<file path="src/rtl/waveform_pkg.sv">
// rtl/waveform_pkg.sv - shared state type and parameter defaults for the waveform analyzer
package waveform_pkg;

   localparam int         CNT_W_DEF  = 16;
   localparam logic [7:0] THRESH_DEF = 8'h80;

   typedef enum logic [2:0] {
      IDLE,
      PRIME,
      ARM,
      MEASURE,
      DONE
   } state_t;

endpackage

</file>
<file path="src/rtl/wave_edge_detect.sv">
// rtl/wave_edge_detect.sv - threshold decode and rising-crossing detect against the previous accepted sample
module wave_edge_detect
   import waveform_pkg::*;
#(
   parameter logic [7:0] THRESH = THRESH_DEF
) (
   input  logic       clk,
   input  logic       rst,
   input  logic       update,
   input  logic [7:0] sample,
   output logic       high,
   output logic       rise
);

   // Only the thresholded level of the previous sample matters for crossing detection.
   logic prev_high;

   assign high = (sample >= THRESH);
   assign rise = high && !prev_high;

   always_ff @(posedge clk) begin
      if (rst) begin
         prev_high <= 1'b0;
      end else if (update) begin
         prev_high <= high;
      end
   end

endmodule

</file>
<file path="src/rtl/waveform_analyzer.sv">
// rtl/waveform_analyzer.sv - measures period, high time and extremes between two rising threshold crossings
module waveform_analyzer
   import waveform_pkg::*;
#(
   parameter int         CNT_W  = CNT_W_DEF,
   parameter logic [7:0] THRESH = THRESH_DEF
) (
   input  logic             clk,
   input  logic             rst,
   input  logic             start,
   input  logic             sample_valid,
   input  logic [7:0]       sample,
   output logic             busy,
   output logic             result_valid,
   output logic             timeout,
   output logic [CNT_W-1:0] period,
   output logic [CNT_W-1:0] high_count,
   output logic [7:0]       max_val,
   output logic [7:0]       min_val
);

   localparam logic [CNT_W-1:0] CNT_MAX = '1;

   state_t           state, state_nxt;
   logic             high, rise, track;
   logic             arm_to, meas_to, capture;
   logic [CNT_W-1:0] wait_cnt, cnt, hcnt;
   logic [7:0]       wmax, wmin;

   assign track = sample_valid && (state == PRIME || state == ARM || state == MEASURE);

   wave_edge_detect #(.THRESH(THRESH)) u_edge (
      .clk    (clk),
      .rst    (rst),
      .update (track),
      .sample (sample),
      .high   (high),
      .rise   (rise)
   );

   always_ff @(posedge clk) begin
      if (rst) state <= IDLE;
      else     state <= state_nxt;
   end

   always_comb begin
      state_nxt = state;
      arm_to    = 1'b0;
      meas_to   = 1'b0;
      capture   = 1'b0;
      case (state)
         IDLE:    if (start) state_nxt = PRIME;
         PRIME:   if (sample_valid) state_nxt = ARM;
         ARM: begin
            if (sample_valid) begin
               if (rise) begin
                  state_nxt = MEASURE;
               end else if (wait_cnt == CNT_MAX - 1'b1) begin
                  arm_to    = 1'b1;
                  state_nxt = IDLE;
               end
            end
         end
         MEASURE: begin
            if (sample_valid) begin
               if (rise) begin
                  capture   = 1'b1;
                  state_nxt = DONE;
               end else if (cnt == CNT_MAX) begin
                  meas_to   = 1'b1;
                  state_nxt = IDLE;
               end
            end
         end
         DONE:    state_nxt = IDLE;
         default: state_nxt = IDLE;
      endcase
   end

   assign busy         = (state != IDLE);
   assign result_valid = (state == DONE);

   always_ff @(posedge clk) begin
      if (rst) begin
         timeout    <= 1'b0;
         wait_cnt   <= '0;
         cnt        <= '0;
         hcnt       <= '0;
         wmax       <= 8'h00;
         wmin       <= 8'hFF;
         period     <= '0;
         high_count <= '0;
         max_val    <= 8'h00;
         min_val    <= 8'hFF;
      end else begin
         timeout <= arm_to || meas_to;
         if (state == IDLE) wait_cnt <= '0;
         if (state == ARM && sample_valid) begin
            if (rise) begin
               cnt  <= {{(CNT_W-1){1'b0}}, 1'b1};
               hcnt <= {{(CNT_W-1){1'b0}}, 1'b1};
               wmax <= sample;
               wmin <= sample;
            end else begin
               wait_cnt <= wait_cnt + 1'b1;
            end
         end
         // The terminating crossing sample is excluded from the reported window.
         if (capture) begin
            period     <= cnt;
            high_count <= hcnt;
            max_val    <= wmax;
            min_val    <= wmin;
         end else if (state == MEASURE && sample_valid && !meas_to) begin
            cnt  <= cnt + 1'b1;
            hcnt <= hcnt + {{(CNT_W-1){1'b0}}, high};
            if (sample > wmax) wmax <= sample;
            if (sample < wmin) wmin <= sample;
         end
      end
   end

endmodule

</file>
<file path="config.mk">
export PLATFORM = sky130hd
export DESIGN_NAME = waveform_analyzer
export DESIGN_NICKNAME = d
export VERILOG_FILES = /design/src/rtl/waveform_pkg.sv /design/src/rtl/wave_edge_detect.sv /design/src/rtl/waveform_analyzer.sv
export SDC_FILE = /design/constraint.sdc
export NUM_CORES = 1
export LEC_CHECK = 0
export BUFFER_PORTS_ARGS = -buffer_cell sky130_fd_sc_hd__buf_4
export CORE_AREA = 2 2 105 107
export DETAILED_ROUTE_END_ITERATION = 12
export DIE_AREA = 0 0 107 109
export PLACE_DENSITY = 0.72
export SYNTH_ARGS = -nofsm -noshare
export SYNTH_HDL_FRONTEND = slang
export SYNTH_HIERARCHICAL = 1
export SYNTH_SLANG_ARGS = --single-unit
</file>
<file path="constraint.sdc">
create_clock -name clk -period 1.9 [get_ports clk]
set_input_delay 0.38 -clock clk [delete_from_list [all_inputs] [get_ports clk]]
set_output_delay 0.38 -clock clk [all_outputs]
set_load 0.02 [all_outputs]
</file>
==> results_tabular.tex <==
\begin{tabular}{lr}
\hline
Metric & Value \\
\hline
\multicolumn{2}{l}{\textbf{Outcome}} \\
Outcome & finished, violations left \\
Failing checks & setup timing \\
\multicolumn{2}{l}{\textbf{Worst setup path}} \\
Slowest library cell on the worst path & dfxtp\_2 \\
Crit-path max FO & 7 \\
Crit path buffers/inverters & 2 \\
Kind of start point of the critical path & flip-flop \\
Worst Path Arrival & 2.34 ns \\
Crit path max-delay family & compound AO/OA/AOI/OAI gates \\
Register-to-register setup slack & -0.02 ns \\
Type of the worst setup path & reg2reg \\
Longest individual stage delay on the worst path & roughly 0.32 ns \\
Required arrival time at the worst endpoint & $\sim$2.3 ns \\
Sequence of cells on the critical path & inv\_1, ha\_4, a21o\_1, a21oi\_2, a22oi\_2, a31oi\_4, buf\_12, mux2i\_1, nor2\_1 \\
Crit. End Element & flip-flop \\
\multicolumn{2}{l}{\textbf{Drt}} \\
Vias & about 4700 \\
Violation count after the first detailed-route iteration & 259 \\
Routed metal-1 wirelength & 5678 um \\
WL/cell & 14.99 um \\
Final routed DRC violation total & 0 \\
DRT antenna net count & 0 \\
Routed via count divided by cell count & 5.333 \\
Top routing layer in use & met4 \\
Total Routed Length & 13270 um \\
Routed length on met3 & 598 um \\
First drt pass iteration count & 5 \\
Routed length on met2 & 6690 um \\
\multicolumn{2}{l}{\textbf{Synth}} \\
Synthesized netlist cell count & 617 \\
Sequential element share of the synthesized area & 45.37\% \\
Most area-hungry cell type in the Yosys netlist & dfxtp\_1 \\
Mapped Avg Cell Area & 8.367 um\^{}2 \\
EDFF count, synth & 0 \\
Yosys top cell area share & 45.37\% \\
Register bit total from synthesis & 117 \\
Prevailing post-synth register cell & dfxtp\_1 \\
Net count after synthesis & $\sim$650 \\
Cell types with the largest area share after synthesis & dfxtp\_1 (45\%), nand2\_1 (8.5\%), a21oi\_1 (5.3\%), ha\_1 (4.8\%), nor2\_1 (4.4\%) \\
Synthesized area & 5162 um\^{}2 \\
Number of distinct standard cells referenced by the synthesized netlist & 48 \\
Yosys warnings & 6 \\
Async S/R FF share, synth & 0\% \\
\multicolumn{2}{l}{\textbf{Floorplanning}} \\
Site row count & 38 \\
Die X & roughly 110 um \\
Number of top-level pins & between 60 and 70 \\
Area of the core region & 10600 um\^{}2 \\
Die Height & 109 um \\
Starting utilization of the core area & 48.69\% \\
Area of the die & 11660 um\^{}2 \\
\multicolumn{2}{l}{\textbf{Final layout}} \\
Most frequent cells in the layout & nand2\_1 (116), buf\_4 (116), dfxtp\_1 (109), nor2\_1 (59), a21oi\_1 (54) \\
Footprint of the flip-flops and latches & roughly 2400 um\^{}2 \\
Number of nets in the layout & 764 \\
Layout cell share with drive strength beyond 1 & 27.11\% \\
Multi-input gate area & between 2000 and 3000 um\^{}2 \\
Fillcell total & 799 \\
Area growth from synthesis to layout & 36.79\% \\
Number of inserted diodes & 0 \\
Final instance area & 7062 um\^{}2 \\
\multicolumn{2}{l}{\textbf{Clocking}} \\
Clock transition at the registers of the reported paths & approximately 0.060 ns \\
Clock latency on the worst-skew pair & 0.53 ns \\
Number of levels in the clock H-tree & 4 \\
Library cell used as clock root buffer & clkbuf\_8 \\
TritonCTS clock tree & built \\
Number of buffers on the longest clock path & 2 \\
CTS Hold Bufs & 0 \\
Number of buffers created by CTS & 17 \\
Total clock sinks & 117 \\
\multicolumn{2}{l}{\textbf{STA}} \\
Worst Skew & 0.006996 ns \\
Headroom to the max-slew limit & 72.30\% \\
Slew at the pin with the worst max-slew slack & slightly above 0.4 ns \\
Count of endpoints failing setup in the final report & 1 \\
Hold Violations, Final & 0 \\
Clock period minus final worst setup slack & $\sim$1.9 ns \\
Slew Viols, Final & 0 \\
Minimum setup slack in the final design & -0.02046 ns \\
Maximum frequency from static timing analysis & $\sim$520 MHz \\
Final-layout worst hold slack & about 0.12 ns \\
Final clock period utilization by the worst path & 101.1\% \\
\multicolumn{2}{l}{\textbf{Pwr}} \\
Sequential group share of total power & 37.3\% \\
Combinational cell fraction of total power & a little over an eighth \\
Clock group share of total power & 49.0\% \\
Power Internal & 5.179 mW \\
Pwr Density & about 1000 nW/um\^{}2 \\
Psw & 1.691 mW \\
Cell leakage power & 2.900 nW \\
Largest vdd supply drop & 0.0005429 V \\
Proportion of total power due to net switching & 24.61\% \\
\multicolumn{2}{l}{\textbf{GRT}} \\
Pin count of the biggest net entering global routing & 54 \\
Wire length of the first global-routing pass & 21080 um \\
Antenna violations before repair & 0 \\
Total routing resource utilization after global routing & 22.98\% \\
Total congestion overflow & 0 \\
Vias in the first global route & 4547 \\
\multicolumn{2}{l}{\textbf{Flow run}} \\
Count of max-cap constraint violations & 0 \\
\multicolumn{2}{l}{\textbf{Place}} \\
Detailed Place HPWL & around 8700 um \\
Cell area after placement & 6222 um\^{}2 \\
IO buf count & 62 \\
Weighted congestion at the end of routability-driven global placement & 0.8562 \\
\multicolumn{2}{l}{\textbf{Min path}} \\
Class of the worst hold path & in2reg \\
\hline
\end{tabular}
==> layer usage <==
layer / track usage (%) / up-vias
met3: 4.543 / 30
met1: 28.37 / 2231
met4: 10.30 / 0
met2: 39.04 / 124
li1: - / 2335
met5: 0 / -
==> path summary, 6_finish.rpt <==
kind,from,endpoint,cells after the start
worst max register to register,wmax[6],wmax[4],9
worst min-delay path,sample[0],wmax[0],3
worst min register to register,max_val[7],max_val[7],2
worst max-delay path,wmax[6],wmax[4],9
==> synth_stat cells, types with 12 or more instances <==
library cell and number:
nand2_1 117, xnor2_1 12, clkbuf_1 24, inv_1 28
nand3_1 30, xor2_1 17, nor2_1 61, o211ai_1 27
ha_1 20, nor3_1 17, a21oi_1 55, dfxtp_1 117
==> cells by family after synthesis <==
family                     share of synthesized area, %
and+or+nand+nor                                   23.78
AOI/OAI and AO/OA                                 13.33
xor gates and xnor gates                          4.920
DFF                                               45.37
muxes                                             3.223
buffers and inverters                             4.532
adders and majority gates                         4.847
==> per-stage QoR <==
step                util, %  instances  TNS [ns]  worst slack, ns  total power [mW]
finish                66.60        885  -0.02046         -0.02046             6.870
detailed placement    58.69        848    -3.991          -0.1553             3.379
global placement      58.69        848    -2.534          -0.1350             3.357
floorplan                 -        617         0          0.02385             3.066
global route          66.60        885   -0.7469          -0.1536             7.095
CTS                   64.89        880         0          0.01024             6.773
==> power groups by stage <==
stage | Clock (mW) | Sequential, mW | Combinational (mW)
floorplan | 0 | 2.61 | 0.458
global placement | 0 | 2.60 | 0.757
detailed placement | 0 | 2.60 | 0.775
CTS | 3.41 | 2.55 | 0.815
global route | 3.51 | 2.56 | 1.02
finish | 3.37 | 2.56 | 0.943
==> registers in the layout (all words and copies together) (netlist names) <==
signal            count
cnt                  16
hcnt                 16
high_count           16
max_val               8
min_val               8
period               16
state                 3
timeout               1
u_edge/prev_high      1
wait_cnt             16
wmax                  8
wmin                  8
==> cell type report <==
type | instances | area share (%)
Clock inverter | 12 | 2.481
Multi-Input combinational cell | 440 | 38.91
Timing Repair Buffer | 127 | 14.83
Inverter | 29 | 1.541
Sequential cell | 117 | 33.31
Clock buffer | 20 | 6.449
Tap cell | 140 | 2.481
==> tightest hold or removal path, delay by kind of cell <==
family | cells | cell delay (ns)
buf+inv | 1 | 0.09
simple gates | 1 | 0.09
mux | 1 | 0.06
==> repair_timing <==
| action | in CTS | in global routing |
|---|---|---|
| resized for setup | 8 | 28 |
| pin swaps | 3 | 13 |
| setup endpoints to repair | 4 | 36 |
| buffers inserted | 0 | 5 |
(Power assumes the default switching activity.)
